**src/rtl/mac_requant_pkg.sv**
```systemverilog
// Shared widths, FSM encoding and config payload for the MAC requantisation stage.
package mac_requant_pkg;

    localparam int unsigned ACCW   = 40;
    localparam int unsigned MULW   = 16;
    localparam int unsigned SHW    = 6;
    localparam int unsigned OUTW   = 8;
    localparam int unsigned KW     = 16;
    localparam int unsigned FDEPTH = 4;

    localparam int unsigned PRODW  = ACCW + MULW;
    localparam int unsigned RNDW   = PRODW + 1;
    localparam int unsigned ZPW    = RNDW + 1;

    localparam int OUT_MAX = int'(2 ** (OUTW - 1)) - 1;
    localparam int OUT_MIN = -int'(2 ** (OUTW - 1));

    typedef enum logic {
        ST_IDLE = 1'b0,
        ST_RUN  = 1'b1
    } state_t;

    typedef struct packed {
        logic [KW-1:0]          len_m1;
        logic signed [MULW-1:0] mult;
        logic [SHW-1:0]         shift;
        logic signed [OUTW-1:0] zp;
        logic                   relu;
    } cfg_t;

    // Index of the last beat in a window; a length of 0 behaves as 1.
    function automatic logic [KW-1:0] len_to_last(input logic [KW-1:0] len);
        return (len == '0) ? '0 : len - KW'(1);
    endfunction

endpackage

```
**src/rtl/mac_requant_if.sv**
```systemverilog
// Accumulator input stream and requantised output stream of mac_requant.
interface mac_requant_if;
    import mac_requant_pkg::*;

    logic            acc_valid;
    logic [ACCW-1:0] acc_in;
    logic            out_valid;
    logic            out_ready;
    logic [OUTW-1:0] out_data;

    modport master (output acc_valid, output acc_in, output out_ready,
                    input  out_valid, input  out_data);
    modport slave  (input  acc_valid, input  acc_in, input  out_ready,
                    output out_valid, output out_data);
endinterface

```
**src/rtl/mac_requant_sync_fifo.sv**
```systemverilog
// Reusable synchronous FIFO; push while full is accepted only with a same-cycle pop.
module mac_requant_sync_fifo #(
    parameter int unsigned WIDTH = 8,
    parameter int unsigned DEPTH = 4
) (
    input  logic             clk,
    input  logic             rst,
    input  logic             i_push,
    input  logic [WIDTH-1:0] i_data,
    input  logic             i_pop,
    output logic [WIDTH-1:0] o_data,
    output logic             o_full,
    output logic             o_empty
);
    localparam int unsigned AW = (DEPTH > 1) ? $clog2(DEPTH) : 1;

    logic [WIDTH-1:0] r_mem [DEPTH];
    logic [AW-1:0]    r_wr;
    logic [AW-1:0]    r_rd;
    logic [AW:0]      r_cnt;
    logic             w_do_push;
    logic             w_do_pop;

    assign o_empty   = (r_cnt == '0);
    assign o_full    = (r_cnt == (AW+1)'(DEPTH));
    assign o_data    = r_mem[r_rd];
    assign w_do_pop  = i_pop && !o_empty;
    assign w_do_push = i_push && (!o_full || w_do_pop);

    always_ff @(posedge clk or posedge rst) begin
        if (rst) begin
            for (int i = 0; i < int'(DEPTH); i++) r_mem[i] <= '0;
            r_wr  <= '0;
            r_rd  <= '0;
            r_cnt <= '0;
        end else begin
            if (w_do_push) begin
                r_mem[r_wr] <= i_data;
                r_wr        <= r_wr + AW'(1);
            end
            if (w_do_pop) r_rd <= r_rd + AW'(1);
            case ({w_do_push, w_do_pop})
                2'b10:   r_cnt <= r_cnt + (AW+1)'(1);
                2'b01:   r_cnt <= r_cnt - (AW+1)'(1);
                default: r_cnt <= r_cnt;
            endcase
        end
    end

endmodule

```
**src/rtl/mac_requant.sv**
```systemverilog
// Windows the free-running MAC accumulator into dot products, requantises each
// through a fixed 4-stage pipeline and buffers the results in an output FIFO.
module mac_requant
    import mac_requant_pkg::*;
(
    input  logic                   clk,
    input  logic                   rst,
    mac_requant_if.slave           bus,
    input  logic                   cfg_load,
    input  logic                   cfg_flush,
    input  logic [KW-1:0]          cfg_len,
    input  logic signed [MULW-1:0] cfg_mult,
    input  logic [SHW-1:0]         cfg_shift,
    input  logic signed [OUTW-1:0] cfg_zp,
    input  logic                   cfg_relu,
    output logic                   busy,
    output logic                   sat_flag,
    output logic                   ovf_err
);

    state_t          r_state;
    state_t          w_state_nxt;
    logic            w_load;
    logic            w_close;
    cfg_t            r_cfg;
    logic [KW-1:0]   r_count;
    logic [ACCW-1:0] r_base;

    logic                    r_s1_v;
    logic signed [ACCW-1:0]  r_s1_delta;
    logic                    r_s2_v;
    logic signed [PRODW-1:0] r_s2_prod;
    logic                    r_s3_v;
    logic signed [RNDW-1:0]  r_s3_val;
    logic                    r_s4_v;
    logic [OUTW-1:0]         r_s4_data;

    logic signed [PRODW-1:0] w_prod;
    logic [RNDW-1:0]         w_half;
    logic signed [RNDW-1:0]  w_sum;
    logic signed [RNDW-1:0]  w_shifted;
    logic signed [RNDW-1:0]  w_relu;
    logic signed [ZPW-1:0]   w_zsum;
    logic [OUTW-1:0]         w_s4_nxt;
    logic                    w_sat;

    logic w_fifo_full;
    logic w_fifo_empty;
    logic w_drop;

    always_ff @(posedge clk or posedge rst) begin
        if (rst) r_state <= ST_IDLE;
        else     r_state <= w_state_nxt;
    end

    // Flush beats both a load and a window close in the same cycle.
    always_comb begin
        w_state_nxt = r_state;
        w_load      = 1'b0;
        w_close     = 1'b0;
        case (r_state)
            ST_IDLE: begin
                if (cfg_load && !cfg_flush) begin
                    w_load      = 1'b1;
                    w_state_nxt = ST_RUN;
                end
            end
            ST_RUN: begin
                if (cfg_flush) w_state_nxt = ST_IDLE;
                else if (bus.acc_valid && (r_count == r_cfg.len_m1)) w_close = 1'b1;
            end
            default: w_state_nxt = ST_IDLE;
        endcase
    end

    assign busy = (r_state == ST_RUN);

    always_ff @(posedge clk or posedge rst) begin
        if (rst) begin
            r_cfg   <= '0;
            r_count <= '0;
            r_base  <= '0;
        end else if (w_load) begin
            r_cfg   <= '{len_m1: len_to_last(cfg_len), mult: cfg_mult,
                         shift: cfg_shift, zp: cfg_zp, relu: cfg_relu};
            r_count <= '0;
            r_base  <= bus.acc_in;
        end else if (r_state == ST_RUN) begin
            if (cfg_flush) begin
                r_count <= '0;
            end else if (bus.acc_valid) begin
                if (w_close) begin
                    r_count <= '0;
                    r_base  <= bus.acc_in;
                end else begin
                    r_count <= r_count + KW'(1);
                end
            end
        end
    end

    // Requant arithmetic: scale, round-half-up shift, ReLU, zero point, saturate.
    always_comb begin
        w_prod    = PRODW'(r_s1_delta) * PRODW'(r_cfg.mult);
        w_half    = (r_cfg.shift == '0) ? '0 : (RNDW'(1) << (r_cfg.shift - SHW'(1)));
        w_sum     = RNDW'(r_s2_prod) + $signed(w_half);
        w_shifted = w_sum >>> r_cfg.shift;
        w_relu    = (r_cfg.relu && r_s3_val[RNDW-1]) ? '0 : r_s3_val;
        w_zsum    = ZPW'(w_relu) + ZPW'(r_cfg.zp);
        w_sat     = 1'b0;
        w_s4_nxt  = OUTW'(w_zsum);
        if (w_zsum > ZPW'(OUT_MAX)) begin
            w_s4_nxt = OUTW'(OUT_MAX);
            w_sat    = 1'b1;
        end else if (w_zsum < ZPW'(OUT_MIN)) begin
            w_s4_nxt = OUTW'(OUT_MIN);
            w_sat    = 1'b1;
        end
    end

    always_ff @(posedge clk or posedge rst) begin
        if (rst) begin
            r_s1_v     <= 1'b0;
            r_s1_delta <= '0;
            r_s2_v     <= 1'b0;
            r_s2_prod  <= '0;
            r_s3_v     <= 1'b0;
            r_s3_val   <= '0;
            r_s4_v     <= 1'b0;
            r_s4_data  <= '0;
        end else begin
            r_s1_v     <= w_close;
            r_s1_delta <= bus.acc_in - r_base;
            r_s2_v     <= r_s1_v;
            r_s2_prod  <= w_prod;
            r_s3_v     <= r_s2_v;
            r_s3_val   <= w_shifted;
            r_s4_v     <= r_s3_v;
            r_s4_data  <= w_s4_nxt;
        end
    end

    // A full FIFO still accepts when the head leaves in the same cycle.
    assign w_drop = r_s4_v && w_fifo_full && !bus.out_ready;

    always_ff @(posedge clk or posedge rst) begin
        if (rst) begin
            sat_flag <= 1'b0;
            ovf_err  <= 1'b0;
        end else begin
            if (w_load) begin
                sat_flag <= 1'b0;
                ovf_err  <= 1'b0;
            end
            if (r_s3_v && w_sat) sat_flag <= 1'b1;
            if (w_drop)          ovf_err  <= 1'b1;
        end
    end

    mac_requant_sync_fifo #(
        .WIDTH (OUTW),
        .DEPTH (FDEPTH)
    ) u_fifo (
        .clk     (clk),
        .rst     (rst),
        .i_push  (r_s4_v),
        .i_data  (r_s4_data),
        .i_pop   (bus.out_ready),
        .o_data  (bus.out_data),
        .o_full  (w_fifo_full),
        .o_empty (w_fifo_empty)
    );

    assign bus.out_valid = !w_fifo_empty;

endmodule
```
**src/flat_wrapper.sv**
```systemverilog
// flat-port wrapper written by rule: the top's interface ports become plain ports
module mac_requant_flat import mac_requant_pkg::*;
  (clk, rst, cfg_load, cfg_flush, cfg_len, cfg_mult, cfg_shift, cfg_zp, cfg_relu, busy, sat_flag, ovf_err, bus_acc_valid, bus_acc_in, bus_out_ready, bus_out_valid, bus_out_data);
  mac_requant_if bus_i ();
  input  logic clk;
  input  logic rst;
  input  logic cfg_load;
  input  logic cfg_flush;
  input  logic [KW-1:0] cfg_len;
  input  logic signed [MULW-1:0] cfg_mult;
  input  logic [SHW-1:0] cfg_shift;
  input  logic signed [OUTW-1:0] cfg_zp;
  input  logic cfg_relu;
  output logic busy;
  output logic sat_flag;
  output logic ovf_err;
  input wire logic [$bits(bus_i.acc_valid)-1:0] bus_acc_valid;
  input wire logic [$bits(bus_i.acc_in)-1:0] bus_acc_in;
  input wire logic [$bits(bus_i.out_ready)-1:0] bus_out_ready;
  output wire logic [$bits(bus_i.out_valid)-1:0] bus_out_valid;
  output wire logic [$bits(bus_i.out_data)-1:0] bus_out_data;
  assign bus_i.acc_valid = bus_acc_valid;
  assign bus_i.acc_in = bus_acc_in;
  assign bus_i.out_ready = bus_out_ready;
  assign bus_out_valid = bus_i.out_valid;
  assign bus_out_data = bus_i.out_data;
  mac_requant u_core (.clk(clk), .rst(rst), .bus(bus_i), .cfg_load(cfg_load), .cfg_flush(cfg_flush), .cfg_len(cfg_len), .cfg_mult(cfg_mult), .cfg_shift(cfg_shift), .cfg_zp(cfg_zp), .cfg_relu(cfg_relu), .busy(busy), .sat_flag(sat_flag), .ovf_err(ovf_err));
endmodule
```
**config.mk**
```make
export PLATFORM = sky130hd
export DESIGN_NAME = mac_requant_flat
export DESIGN_NICKNAME = d
export VERILOG_FILES = /design/src/rtl/mac_requant_pkg.sv /design/src/rtl/mac_requant_if.sv /design/src/rtl/mac_requant_sync_fifo.sv /design/src/rtl/mac_requant.sv /design/src/flat_wrapper.sv
export SDC_FILE = /design/constraint.sdc
export NUM_CORES = 2
export LEC_CHECK = 0
export CAP_MARGIN = 20
export CORE_AREA = 2 2 298 300
export DETAILED_ROUTE_END_ITERATION = 10
export DIE_AREA = 0 0 300 302
export GPL_TIMING_DRIVEN = 0
export PLACE_DENSITY = 0.72
export SKIP_CTS_REPAIR_TIMING = 1
export SLEW_MARGIN = 10
export SYNTH_ARGS = -nofsm -noshare
export SYNTH_HDL_FRONTEND = slang
export SYNTH_SLANG_ARGS = --single-unit
```
**constraint.sdc**
```tcl
create_clock -name clk -period 15.4 [get_ports clk]
set_input_delay 3.08 -clock clk [delete_from_list [all_inputs] [get_ports clk]]
set_output_delay 3.08 -clock clk [all_outputs]
set_load 0.02 [all_outputs]
```
# Yosys cells after proc, flatten, opt, wreduce, memory -nomap -nowiden
# Cells that the tools add are included.
[word_totals]
out_inout_bits = 12
in_bits = 93
wordCells = 111
register_bits = 310
[op_classes]
multipliers = 1
eq_ne = 5
mux = 34
n_addsub = 10
order_cmp = 5
bitwise_logic = 3
reduce_logical = 26
shift = 2
[op_table]
columns = ["cell", "count"]
rows = [
  ["two-way mux 40 bit", 5],
  ["two-way mux 57 bit", 2],
  ["two-way mux 16 bit", 6],
  ["adder 57 x 8 -> 58 bit", 1],
  ["greater-than comparator 58 x 8 -> 1 bit (second input constant)", 1],
  ["less-than comparator 58 x 8 -> 1 bit (second input constant)", 1],
  ["adder 56 x 57 -> 57 bit", 1],
  ["left shift 1 x 6 -> 57 bit (first input constant)", 1],
  [">>> shifter 57 x 6 -> 57 bit", 1],
  ["multiplier 40 x 16 -> 56 bit", 1],
  ["two-way mux 8 bit", 5],
  ["subtractor 40 bit", 1],
  ["bitwise mux 32 bit", 1],
  ["adder 16 x 1 -> 16 bit (second input constant)", 1],
  ["binary-select mux 8 bit (select 2 bit)", 1],
  ["demux 8 bit (select 2 bit)", 1],
  ["== test 16 bit", 1],
  ["zero test 16 bit", 1],
  ["subtractor 16 x 1 -> 16 bit (second input constant)", 1],
  ["nonzero test 2 bit", 6],
  ["two-way mux 1 bit", 11],
  ["logical AND 1 bit", 9],
  ["greater-or-equal comparator 3 bit (second input constant)", 2],
  ["zero test 6 bit", 1],
  ["19 further kinds", 24],
]

# Logic depth before layout (Yosys ltp)
[logic_depth]
ltp_word = 10
depth_mapped = 28

# Hierarchy
# A second synthesis with hierarchy kept.
[hier_totals]
hier_cells = 5548
hier_area_um2 = 47010.1
[by_module_without_submodules]
columns = ["mod", "area_each_um2", "cells_per_inst", "n_inst", "seq_area_each_um2"]
rows = [
  ["mac_requant", 45204.6, 5432, 1, 6781.5],
  ["mac_requant_sync_fifo", 1805.5, 116, 1, 975.9],
]

# Least setup slack after synthesis
# No wires, ideal clock.
[synth_timing]
kind = "reg2reg"
start = "register u_core.r_cfg[30] (netlist bit)"
end = "register u_core.r_s2_prod[52]"
arrival_ns = 6.901
slack_ns = 8.373
n_path_buf = 1
stages_incl_launch_ff = 26
path_cell_list = "dfrtp_1 inv_1 buf_1 nor2_1 fa_1 fa_1 fa_1 fa_1 fa_1 inv_1 fa_1 inv_1 ha_1 nand4_1 nor2_1 and3_1 a221oi_1 o21a_1 a21oi_1 o31ai_1 a211oi_1 o221a_2 o2bb2ai_1 a211oi_1 nor4b_1 a311o_1"
[synth_between]
elab_chain_len = 1
[synth_rtl]
columns = ["element", "line_no", "rtl"]
rows = [
  ["start: declaration", "mac_requant.sv:25", "cfg_t r_cfg;"],
  ["start signal: assignment", "mac_requant.sv:84", "r_cfg <= '{len_m1: len_to_last(cfg_len), mult: cfg_mult,"],
  ["multiplier 40 x 16 -> 56 bit", "mac_requant.sv:104", "w_prod = PRODW'(r_s1_delta) * PRODW'(r_cfg.mult);"],
  ["named net u_core.w_prod[52]", "mac_requant.sv:38", "logic signed [PRODW-1:0] w_prod;"],
  ["end signal: assignment", "mac_requant.sv:135", "r_s2_prod <= w_prod;"],
  ["end: declaration", "mac_requant.sv:32", "logic signed [PRODW-1:0] r_s2_prod;"],
]
# The timed path passes the listed nets, and every way through them passes these cells.
# A chain may end at the register's enable or synchronous reset.

# Worst setup path after layout
# Same ends and word-level chain as after synthesis.

==> impl_metrics.yaml <==
outcome:
  status: "complete, no violations"
synthesis:
  synth.area.top_cells: "fa_1 25%, dfrtp_1 16%, ha_1 7.6%, inv_1 6.4%, nand2_1 6.0%"
  ys_ff_latch: 310
  synth-edff-count: 0
  synth_top_area_frac: 0.252
  synth_cell_types: 109
  syn_area_per_cell_um2: 8.56
  postSynth.asyncResetShare: 1.00
  ys_seq_area_frac: 0.162
  synth_common_cells: "812 x inv_1, 763 x nand2_1, 602 x fa_1"
  synth_most_common_cell: "inv_1"
  synth-main-ff-cell: "dfrtp_1"
  synth.cell_area_mm2: 0.0478
  yosysWarningCount: 0
  syn_inst: 5589
  syn-num-nets: 6573
  yosysTopAreaCell: "fa_1"
critical_path:
  critPathMaxFanout: 10
  required_ps: 15860
  cp.arrival_ps: 9470
  rrSetupSlack_ps: 6390
  startpoint_type: "register"
  crit_type: "reg -> reg"
  cp-end-kind: "register"
  r2r-start: "u_core.r_cfg[30]"
  worstReg2RegEnd: "u_core.r_s2_prod[52]"
  r2r_cells: 25
sta:
  worstMarginPinSlew_ps: 1200
  slew_headroom: 0.187
  min_period_over_period: 0.585
  final-setup-viol-count: 0
  fin_worst_skew_ps: 30.3
  setup_ws_ps: 6390
  rsz0062_at_grt: "no"
  drv_slew: 0
  hold_viol: 0
  fmax_mhz: 111
  period_needed_ps: 9010
global_route:
  grt_pass1_wl_um: 247000
  grt_pass1_vias: 42200
  grt_max_degree: 113
  overflow: 0
  antenna_found_initial: 5
  grt_usage: 0.356
finish:
  layout.cells.non_filler: 6936
  drive_above_1_share: 0.0539
  area_growth_pct: 8.29
  nets: 6726
placed_design:
  gp_congestion: 1.03
  portBuffers: 104
  preCtsSetupSlack_ps: 6250
  dpl.cell_count: 6865
  dp_hpwl_um: 130000
clock_network:
  cts_sinks: 310
  htreeDepth: 2
  cts_tree: "done"
  clock-root-buffer: "clkbuf_16"
  cts_made_buffers: 38
  clockBufferDepth: 3
  clkTransAtPathRegs_ps: 60
  clk_latency_ps: 590
floorplan:
  floorplan.rows: 109
  ios: 105
  start_util: 0.546
  core_mm2: 0.0876
  dieHeight_um: 302
  dieArea_mm2: 0.0906
  die_x_um: 300
route:
  drt-met1-wl_um: 63000
  highest-signal-layer: "met5"
  drtIter0Drc: 4226
  post-route-drc-count: 0
  route.met3.wl_um: 13500
  wl_per_cell_um: 23.1
  wirelength_um: 160000
  viasPerCell: 6.07
  vias: 42100
  antenna_left: 0
  wl_met2_um: 73800
  first_pass_iters: 6
hold_path:
  min_to: "u_core.r_s2_v"
  hold_class: "reg -> reg"
  hp-start: "u_core.r_s1_v"
  hold_depth: 0
flow_run:
  maxCapViolCount: 0
-- worst max-delay path, stage by stage (launching register included) --
cell and delay (ps):
dfrtp_1 630, inv_1 540, clkbuf_1 770, nor2_1 170
fa_1 570, fa_1 460, fa_1 430, fa_1 500
fa_1 540, inv_1 50, fa_1 650, inv_1 80
ha_1 400, a21o_1 210, a21oi_1 140, o21bai_1 90
a211oi_1 320, o21a_1 200, a21oi_1 80, o31ai_1 420
a211oi_1 200, o221a_2 320, o2bb2ai_1 180, a211oi_1 490
nor4b_1 110, a311o_1 300
-- kinds of logic after synthesis --
group                      Yosys count  synth area share
muxes                              191            0.0490
buffers and inverters             1094            0.0866
DFF                                310             0.162
xor gates and xnor gates           231            0.0423
AOI/OAI and AO/OA                 1026             0.147
and+or+nand+nor                   1846             0.185
adders and majority gates          891             0.328
-- flip-flops by register name, indices dropped and copies added, names as in the netlist --
signal / count
u_core.r_s3_val: 57
u_core.r_s2_v: 1
u_core.ovf_err: 1
u_core.u_fifo.r_mem: 32
u_core.sat_flag: 1
u_core.r_s4_v: 1
u_core.u_fifo.r_wr: 2
u_core.busy: 1
u_core.r_s1_delta: 40
u_core.u_fifo.r_cnt: 3
u_core.r_s4_data: 8
u_core.r_s3_v: 1
u_core.r_s2_prod: 56
u_core.r_count: 16
u_core.r_s1_v: 1
u_core.u_fifo.r_rd: 2
u_core.r_base: 40
u_core.r_cfg: 47
-- per-stage QoR --
stage	setup TNS, ps	utilization	cell area [µm²]	hold slack (ps)
2_1_floorplan	0	-	47800	331
3_3_place_gp	-696	0.575	50300	332
3_5_place_dp	0	0.576	50500	335
4_1_cts	0	0.591	51800	349
5_1_grt	0	0.591	51800	352
6_report	0	0.592	51800	347
-- worst max path at each step --
stage	endpoint	from	depth (start not counted)
6_report	u_core.r_s2_prod[52]	u_core.r_cfg[30]	25
5_1_grt	u_core.r_s2_prod[52]	u_core.r_cfg[30]	25
4_1_cts	u_core.r_s2_prod[52]	u_core.r_cfg[30]	25
3_5_place_dp	u_core.r_s2_prod[52]	u_core.r_cfg[30]	25
3_3_place_gp	u_core.r_s2_prod[53]	rst	2
2_1_floorplan	u_core.busy	rst	1
-- layer usage --
| metal | up-vias | GRT usage |
|---|---|---|
| met5 | - | 0 |
| met4 | 8 | 0.186 |
| met3 | 467 | 0.0635 |
| met2 | 1942 | 0.577 |
| met1 | 20900 | 0.457 |
| li1 | 18800 | - |
-- placed cells by master (no fill, tap or decap), types with 110 or more instances in the layout --
master    instances
nor3_1          120
clkbuf_1        226
and2_1          298
a21oi_1         264
ha_1            289
fa_1            602
inv_1           811
a21o_1          110
o21ai_0         163
nand2_1         763
dfrtp_1         309
nor2_1          272
xnor2_1         133
-- layout make-up --
type                            count  area [µm²]
Multi-Input combinational cell   4185       35900
Fill cell                        7904       35800
Sequential cell                   310        7760
Inverter                          814        3060
Tap cell                         1165        1460
Timing Repair Buffer              113        1190
Clock buffer                       51        1110
Buffer                            280        1090
Clock inverter                     17         185
Antenna cell                        1        2.50
Power is not shown: default switching activity piles up to over one toggle a cycle in this logic, so the estimate is an artifact.
